--- src/rtl/pitch_meter.sv ---
// pitch_meter: measures the period of a square-wave audio comparator output.
// Mic is synchronised and edge-detected. The first rising edge arms the
// meter. Each later edge spaced at least MIN_PERIOD cycles from the last
// accepted edge contributes one period sample. Every 2^AVG_LOG2 samples the
// truncated average is published on Period, together with a one-cycle
// Period_Valid pulse. If no edge is accepted for TIMEOUT cycles, No_Signal
// is raised and the meter re-arms.
//
// Ports:
//   board_clk     in   system clock, rising edge
//   Reset         in   asynchronous, active-high reset
//   Enable        in   measurement enable; low forces IDLE
//   Mic           in   asynchronous square-wave input
//   Period        out  20-bit averaged period in board_clk cycles (held)
//   Period_Valid  out  one-cycle pulse when Period is updated
//   No_Signal     out  high while no valid tone is being tracked
module pitch_meter #(
   parameter int unsigned MIN_PERIOD = 25000,
   parameter int unsigned TIMEOUT    = 1000000,
   parameter int unsigned AVG_LOG2   = 2
) (
   input  logic        board_clk,
   input  logic        Reset,
   input  logic        Enable,
   input  logic        Mic,
   output logic [19:0] Period,
   output logic        Period_Valid,
   output logic        No_Signal
);

   typedef enum logic [1:0] {
      IDLE,
      ARM,
      MEASURE
   } state_t;

   localparam int unsigned ACC_W = 20 + AVG_LOG2;
   localparam int unsigned NUM_W = AVG_LOG2 + 1;
   localparam logic [NUM_W-1:0] LAST_SAMPLE = NUM_W'((1 << AVG_LOG2) - 1);
   localparam logic [19:0] MIN_CNT     = 20'(MIN_PERIOD);
   localparam logic [19:0] TIMEOUT_CNT = 20'(TIMEOUT);

   // synchroniser and edge detector
   logic mic_meta_q, mic_sync_q, mic_prev_q;
   logic mic_rise;

   state_t           state_q,  state_d;
   logic [19:0]      cnt_q,    cnt_d;
   logic [ACC_W-1:0] acc_q,    acc_d;
   logic [NUM_W-1:0] num_q,    num_d;
   logic [19:0]      period_q, period_d;
   logic             valid_q,  valid_d;
   logic             nosig_q,  nosig_d;
   logic [ACC_W-1:0] sum;

   always_ff @(posedge board_clk or posedge Reset) begin
      if (Reset) begin
         mic_meta_q <= 1'b0;
         mic_sync_q <= 1'b0;
         mic_prev_q <= 1'b0;
      end else begin
         mic_meta_q <= Mic;
         mic_sync_q <= mic_meta_q;
         mic_prev_q <= mic_sync_q;
      end
   end

   assign mic_rise = mic_sync_q & ~mic_prev_q;

   always_ff @(posedge board_clk or posedge Reset) begin
      if (Reset) begin
         state_q  <= IDLE;
         cnt_q    <= '0;
         acc_q    <= '0;
         num_q    <= '0;
         period_q <= '0;
         valid_q  <= 1'b0;
         nosig_q  <= 1'b1;
      end else begin
         state_q  <= state_d;
         cnt_q    <= cnt_d;
         acc_q    <= acc_d;
         num_q    <= num_d;
         period_q <= period_d;
         valid_q  <= valid_d;
         nosig_q  <= nosig_d;
      end
   end

   always_comb begin
      state_d  = state_q;
      cnt_d    = cnt_q;
      acc_d    = acc_q;
      num_d    = num_q;
      period_d = period_q;
      valid_d  = 1'b0;
      nosig_d  = nosig_q;
      // cnt_q is the current sample: cycles since the last accepted edge
      sum      = acc_q + ACC_W'(cnt_q);

      // Enable low wins over everything, including a completing edge
      if (!Enable) begin
         state_d = IDLE;
         cnt_d   = '0;
         acc_d   = '0;
         num_d   = '0;
      end else begin
         case (state_q)
            IDLE: begin
               cnt_d   = '0;
               acc_d   = '0;
               num_d   = '0;
               state_d = ARM;
            end

            ARM: begin
               cnt_d = cnt_q + 20'd1;
               if (mic_rise) begin
                  // arming edge: no spacing check, starts the first sample
                  cnt_d   = 20'd1;
                  acc_d   = '0;
                  num_d   = '0;
                  state_d = MEASURE;
               end else if (cnt_q >= TIMEOUT_CNT) begin
                  nosig_d = 1'b1;
                  cnt_d   = '0;
                  acc_d   = '0;
                  num_d   = '0;
               end
            end

            MEASURE: begin
               cnt_d = cnt_q + 20'd1;
               // an accepted edge takes priority over a coincident timeout
               if (mic_rise && (cnt_q >= MIN_CNT)) begin
                  cnt_d = 20'd1;
                  if (num_q == LAST_SAMPLE) begin
                     period_d = 20'(sum >> AVG_LOG2);
                     valid_d  = 1'b1;
                     nosig_d  = 1'b0;
                     acc_d    = '0;
                     num_d    = '0;
                  end else begin
                     acc_d = sum;
                     num_d = num_q + NUM_W'(1);
                  end
               end else if (cnt_q >= TIMEOUT_CNT) begin
                  nosig_d = 1'b1;
                  cnt_d   = '0;
                  acc_d   = '0;
                  num_d   = '0;
                  state_d = ARM;
               end
            end

            default: begin
               state_d = IDLE;
               cnt_d   = '0;
               acc_d   = '0;
               num_d   = '0;
            end
         endcase
      end
   end

   assign Period       = period_q;
   assign Period_Valid = valid_q;
   assign No_Signal    = nosig_q;

endmodule
--- config.mk ---
export PLATFORM = sky130hd
export DESIGN_NAME = pitch_meter
export DESIGN_NICKNAME = d
export VERILOG_FILES = /design/src/rtl/pitch_meter.sv
export SDC_FILE = /design/constraint.sdc
export NUM_CORES = 1
export LEC_CHECK = 0
export BUFFER_PORTS_ARGS = -buffer_cell sky130_fd_sc_hd__buf_2
export CORE_ASPECT_RATIO = 0.8
export CORE_MARGIN = 2
export CORE_UTILIZATION = 61
export CTS_CLUSTER_DIAMETER = 50
export DETAILED_ROUTE_END_ITERATION = 12
export GPL_TIMING_DRIVEN = 0
export PLACE_DENSITY = 0.9
export SLEW_MARGIN = 5
export SYNTH_ARGS = -nofsm -noshare
export SYNTH_HDL_FRONTEND = slang
export SYNTH_SLANG_ARGS = --single-unit
--- constraint.sdc ---
create_clock -name board_clk -period 6.11 [get_ports board_clk]
set_input_delay 1.222 -clock board_clk [delete_from_list [all_inputs] [get_ports board_clk]]
set_output_delay 1.222 -clock board_clk [all_outputs]
set_load 0.02 [all_outputs]
==> results of run 1 <==
-- registers in the layout, indices dropped and copies added (netlist names) --
signal        flops
Period           20
mic_prev_q        1
num_q             3
mic_meta_q        1
mic_sync_q        1
No_Signal         1
acc_q            22
state_q           2
cnt_q            20
Period_Valid      1
-- through the flow --
step | total power [µW] | hold slack, ps
6_report | 940 | 352
5_1_grt | 979 | 378
4_1_cts | 944 | 352
3_5_place_dp | 615 | 335
3_3_place_gp | 608 | 336
2_1_floorplan | 586 | 331
-- worst paths after layout --
path | slack [ps] | start | to
min | 350 | mic_meta_q | mic_sync_q
max | 3070 | cnt_q[0] | Period[16]
min reg2reg | 350 | mic_meta_q | mic_sync_q
max in group asynchronous | 4870 | Reset | No_Signal
max reg2reg | 3070 | cnt_q[0] | Period[16]
min in group asynchronous | 920 | Reset | Period[4]
-- worst register-to-register path, stage by stage, from the launching register on --
cell and delay (ps):
dfrtp_1 460, ha_1 260, fa_1 430, a21o_1 230, a221oi_2 390, o31ai_2 150, a41oi_1 450, o21bai_1 130
xor2_1 160, mux2_2 260
-- cell families (layout without fill, tap and decap cells) --
logic type	Yosys count	in the layout
AOI/OAI and AO/OA	106	106
xor gates and xnor gates	34	34
adders and majority gates	27	27
buffers and inverters	28	70
DFF	72	72
muxes	13	13
and+or+nand+nor	135	135
-- synthesized netlist by cell type (all sizes together) (2+ instances only) --
library cell and n:
a211oi 2, a21o 12, a21oi 18, a22o 17, a31o 2, a31oi 8
a41oi 3, and2 5, and3 8, buf 6, clkbuf 11, dfrtp 71
ha 26, inv 11, mux2 12, nand2 42, nand2b 4, nand3 17
nand4 4, nor2 30, nor2b 4, nor3 6, nor4 2, o21a 3
o21ai 21, o21bai 3, o31a 4, o31ai 3, or2 3, or3 4
xnor2 18, xor2 16
-- layout make-up --
class                   instances  area (µm²)  area share
multi-input cells             315        2180       0.481
clock inverters                 6        36.3     0.00799
plain buffers                  17        90.1      0.0198
inverters                      11        43.8     0.00964
repair buffers                 26         153      0.0336
well taps                      84         105      0.0231
clock buffers                  10         128      0.0281
flip-flops and latches         72        1800       0.397
-- report_power, final --
part           leakage [µW]  internal, µW  switching (µW)
registers          0.000994           484            8.67
logic               0.00115          40.3            75.3
clock network     0.0000858           145             187
total               0.00223           669             271
-- layer usage --
metal	vias up	share of wire	routed length (µm)	global-route usage
li1	1571	-	-	-
met1	1601	0.44	4190	0.370
met2	125	0.48	4540	0.440
met3	16	0.064	610	0.0883
met4	0	0.017	159	0.0900
met5	-	0	0	0
-- layout by cell type (no fill, tap or decap), types with 4 or more instances in the layout --
cell,n
dfrtp_1,71
nand2_1,42
nor2_1,30
buf_2,28
ha_1,26
o21ai_0,20
a21oi_1,18
xnor2_1,18
nand3_1,17
a22o_1,17
xor2_1,16
clkbuf_1,12
a21o_1,12
mux2_2,12
inv_1,9
clkbuf_8,9
a31oi_1,8
and3_1,8
nor3_1,5
and2_1,5
nor2b_1,4
o31a_1,4
nand4_1,4
nand2b_1,4
or3_1,4
clkinv_2,4
==> out/summary.txt, run 1 <==
critical path cell sequence: ha_1, fa_1, a21o_1, a221oi_2, o31ai_2, a41oi_1, o21bai_1, xor2_1, mux2_2
Post-synth EDFFs: 0
Static Leak: 0.00223 µW
Setup TNS: 0 ps
final hold vios: 0
Critical path buffers and inverters: 0
Nets: 483
critical path class: reg2reg
critical path launch point type: register
clock skew: 7.01 ps
ratio of cells with drive above 1 in the final layout: 0.153
dpl ws: 3030 ps
Design Area, Final: 4540 µm²
Worst Hold Class: reg2reg
placed inst area: 4380 µm²
cell row count: 26
Resize count post-CTS: 0
placed cell count: 525
First-pass DRT Iterations: 5
post-layout util: 0.701
All-Layer GR Usage: 0.280
Die Span Y: 77.5 µm
#FFs+latches synth: 72
final period utilization: 0.497
highest-delay cell along the critical path: dfrtp_1
Pwr Density: 207 nW/µm²
Cells after Synth: 415
top-area cell type share of the netlist area: 0.432
final worst slack: 3070 ps
DR WL/cell: 17.6 µm
complex-gate fraction of the synthesized area: 0.180
# DRC: 0
largest area contributor in the netlist: dfrtp_1
Main synth FF type: dfrtp_1
Root Buffer: clkbuf_8
number of global-route vias before repair: 3361
max-slew violation count: 0
clock-pin slew on the worst setup and hold paths: 80 ps
Worst Path Max Fanout: 6
worst path required time: 6360 ps
syn_area_per_cell: 9.92 µm²
total core area: 6470 µm²
die area: 7430 µm²
CTS tree: done
syn nets: 446
sequential-to-total area share from yosys stat: 0.438
worst vdd ir: 0.000146 V
Post-Synth XOR/XNOR Area: 0.0723
largest net degree at the start of global routing: 73
first-pass GRT wire length: 16000 µm
Initial Utilization: 0.636
Crit. End Element: register
Ant. Diodes: 0
routed via count: 3313
hold buffer count at CTS: 0
H-tree depth: 3
post-synthesis adder-cell area fraction: 0.0839
final WL: 9500 µm
Layout Area Growth over Synthesis: 10.3%
crit path DAT: 3280 ps
I/O Pins: 26
YS warnings: 0
worst reg2reg path depth: 9
largest family of logic cells by synthesized area: compound AO/OA/AOI/OAI gates
CP peak stage delay: 460 ps
DR iter-0 viols: 226
Post-Syn Area: 4120 µm²
Post-CTS Setup Repair Bufs: 0
cell family with most CP delay: compound AO/OA/AOI/OAI gates
crit path time final: 3040 ps
Routability Congestion: 0.917
clock latency on the worst-skew pair: 360 ps
simple-gate share of the synthesized area: 0.159
Crit. path cell count: 9
die width: 95.8 µm
Post-Layout Cell Count: 541
Finish-stage setup viols: 0
HPWL after DPL: 6630 µm
hold path depth: 0
Filler cells: 503
# Max-Cap Violations: 0
IO Port Bufs: 25
pin slew with the least headroom to its limit: 648 ps
RSZ-0062 raised after global routing: no
status: finished clean
Max clock buf depth: 2
GR Overflow Total: 0
top cells by area, synth: dfrtp_1 43%, ha_1 7.9%, nand2_1 3.8%
multiplexer share of the synthesized area: 0.0353
Final ANT Viol Nets: 0
Fmax: 329 MHz
Synth cell types: 56
clk sinks: 72
via/cell ratio: 6.12
CTS Buf Count: 9
antenna violations before repair: 0
ys async rst share: 1.00
Max transition margin: 0.568
Power figures use the tool's default switching activity.
==> run 2: changes to the inputs <==
Settings changed: CORE_UTILIZATION 61 to 55, PLACE_DENSITY 0.9 to 0.86.
Clock period 6.11 ns to 2.6 ns, I/O delays scaled along.
==> run 2 against run 1 <==
Against the previous run: the run now ends with negative setup slack left; global-route usage is 3.0 points lower; routed wire length is 2.0% higher; sequential cell count stayed put; die area is 10% higher; clock-buffer cell count is 1 higher; worst setup slack worse by 3100 ps; maximum frequency is 16% higher; cell count is 1.3% higher; first-iteration DRC count is 8.0% lower; critical path depth stayed put; largest cell class unchanged.
==> out/summary.txt, run 2 (same netlist as run 1, synthesis figures left out) <==
Filler cells: 571 (+14%)
final worst slack: -19.0 ps (-3090 ps)
CTS Buf Count: 9 (unchanged)
Static Leak: 0.00227 µW (+1.7%)
clk sinks: 72 (unchanged)
commonest non-fill, non-tap cell in the layout: dfrtp_1
final hold vios: 0 (unchanged)
CTS tree: done
All-Layer GR Usage: 0.250 (-0.0304)
critical path launch point type: register
Critical path buffers and inverters: 0 (unchanged)
highest-delay cell along the critical path: dfrtp_2
Final ANT Viol Nets: 0 (unchanged)
ratio of cells with drive above 1 in the final layout: 0.203 (+0.0499)
clock-pin slew on the worst setup and hold paths: 80 ps (about the same)
largest net degree at the start of global routing: 41 (-44%)
total core area: 7320 µm² (+13%)
number of global-route vias before repair: 3175 (-5.5%)
DR WL/cell: 17.7 µm (+0.69%)
crit path DAT: 2870 ps (-410 ps)
worst path required time: 2850 ps (-3510 ps)
max-slew violation count: 0 (unchanged)
crit path time final: 2620 ps (-417 ps)
CP peak stage delay: 430 ps (-30 ps)
Largest register FFs: 22 (unchanged)
routed via count: 3324 (+0.33%)
failing checks: negative setup slack
Crit. path cell count: 9 (unchanged)
clock skew: 15.2 ps (+8.20 ps)
Fmax: 382 MHz (+16%)
First-pass DRT Iterations: 6 (+1)
first-pass GRT wire length: 15600 µm (-2.7%)
via/cell ratio: 6.07 (-0.95%)
status: complete, but fails checks
final period utilization: 1.01 (+0.511)
WHS: 158 ps (-193 ps)
Finish-stage setup viols: 2 (+2)
cell family with most CP delay: compound AO/OA/AOI/OAI gates
most frequent cells in the layout: 70 x dfrtp_1, 42 x nand2_1, 30 x nor2_1, 28 x buf_2, 20 x ha_1
Max clock buf depth: 2 (unchanged)
Max transition margin: 0.718 (+0.150)
critical path class: reg2reg
Ant. Diodes: 0 (unchanged)
die area: 8200 µm² (+10%)
critical path cell sequence: ha_4, fa_2, a21o_1, a221oi_4, o31ai_4, a41oi_2, o21bai_1, xor2_1, mux2_4
dpl ws: -330 ps (-3360 ps)
I/O Pins: 26 (unchanged)
Nets: 485 (+0.41%)
Routability Congestion: 0.916 (-0.13%)
# DRC: 0 (unchanged)
Layout Area Growth over Synthesis: 15.7%
antenna violations before repair: 0 (unchanged)
IO Port Bufs: 25 (unchanged)
Root Buffer: clkbuf_8
register name with the most flops: acc_q
HPWL after DPL: 6650 µm (+0.28%)
pin slew with the least headroom to its limit: 424 ps (-225 ps)
# Max-Cap Violations: 0 (unchanged)
Worst Hold Class: in2async
cell row count: 28 (+7.7%)
placed inst area: 4380 µm² (unchanged)
final WL: 9690 µm (+2.0%)
hold buffer count at CTS: 0 (unchanged)
worst vdd ir: 0.000247 V (+69%)
Worst Path Max Fanout: 3 (-3)
H-tree depth: 3 (unchanged)
GR Overflow Total: 0 (unchanged)
clock latency on the worst-skew pair: 360 ps (about the same)
DR iter-0 viols: 208 (-8.0%)
RSZ-0062 raised after global routing: yes
worst reg2reg path depth: 9 (unchanged)
die width: 101 µm (+5.1%)
Die Span Y: 81.4 µm (+5.0%)
Pwr Density: 504 nW/µm² (+140%)
Design Area, Final: 4760 µm² (+4.9%)
Crit. End Element: register
Initial Utilization: 0.562 (-0.0737)
run 2: cell count changes in the layout (fill, tap and decap cells not counted), moves of 4 or more:
cell,before,now
ha_4,0,4
buf_4,0,6
ha_1,26,20
clkbuf_1,12,7
run 2: through the flow:
| stage | setup TNS, ps | power, µW | cells | util |
|---|---|---|---|---|
| after CTS | 0 | 2390 | 547 | 0.634 |
| after floorplan | 0 | 1380 | 415 | - |
| final | -22.1 | 2400 | 548 | 0.650 |
| after global placement | -41350 | 1430 | 530 | 0.595 |
| after detailed placement | -1740 | 1450 | 531 | 0.598 |
| after global routing | -232 | 2490 | 548 | 0.650 |
run 2: worst reg2reg max path: stages (launching register included):
cell and delay, ps:
dfrtp_2 430, ha_4 170, fa_2 370, a21o_1 200, a221oi_4 310, o31ai_4 140, a41oi_2 320, o21bai_1 130
xor2_1 160, mux2_4 260
run 2: final timing paths:
check,endpoint,from,slack (ps)
max,Period[16],cnt_q[0],-20
min reg2reg,mic_sync_q,mic_meta_q,350
max reg2reg,Period[16],cnt_q[0],-20
min,cnt_q[4],Reset,160
max in group asynchronous,Period[11],Reset,1890
min in group board_clk,mic_meta_q,Mic,260
run 2: area by class of cell:
cell class,count,area (µm²),area share
flip-flops and latches,72,1800,0.379
multi-input cells,315,2330,0.490
plain buffers,13,77.6,0.0163
clock inverters,4,70.1,0.0147
clock buffers,11,131,0.0276
inverters,11,43.8,0.00920
well taps,90,113,0.0236
repair buffers,32,190,0.0399
run 2: repair_timing:
action	CTS	global route
pin swaps	2	9
setup endpoints to repair	12	28
endpoints found under the hold margin	0	0
resized for setup	8	25
setup buffers	3	4
run 2: report_power, final:
| part | switching, µW | internal (µW) |
|---|---|---|
| Sequential | 18.5 | 1140 |
| Clock | 424 | 533 |
| Combinational | 184 | 102 |
| Total | 626 | 1770 |
run 2: metal layers:
| metal | vias up | part of all wire | track usage |
|---|---|---|---|
| met5 | - | 0 | 0 |
| met4 | 0 | 0.018 | 0.0699 |
| met3 | 24 | 0.059 | 0.0714 |
| met2 | 129 | 0.48 | 0.395 |
| met1 | 1602 | 0.44 | 0.338 |
| li1 | 1569 | - | - |
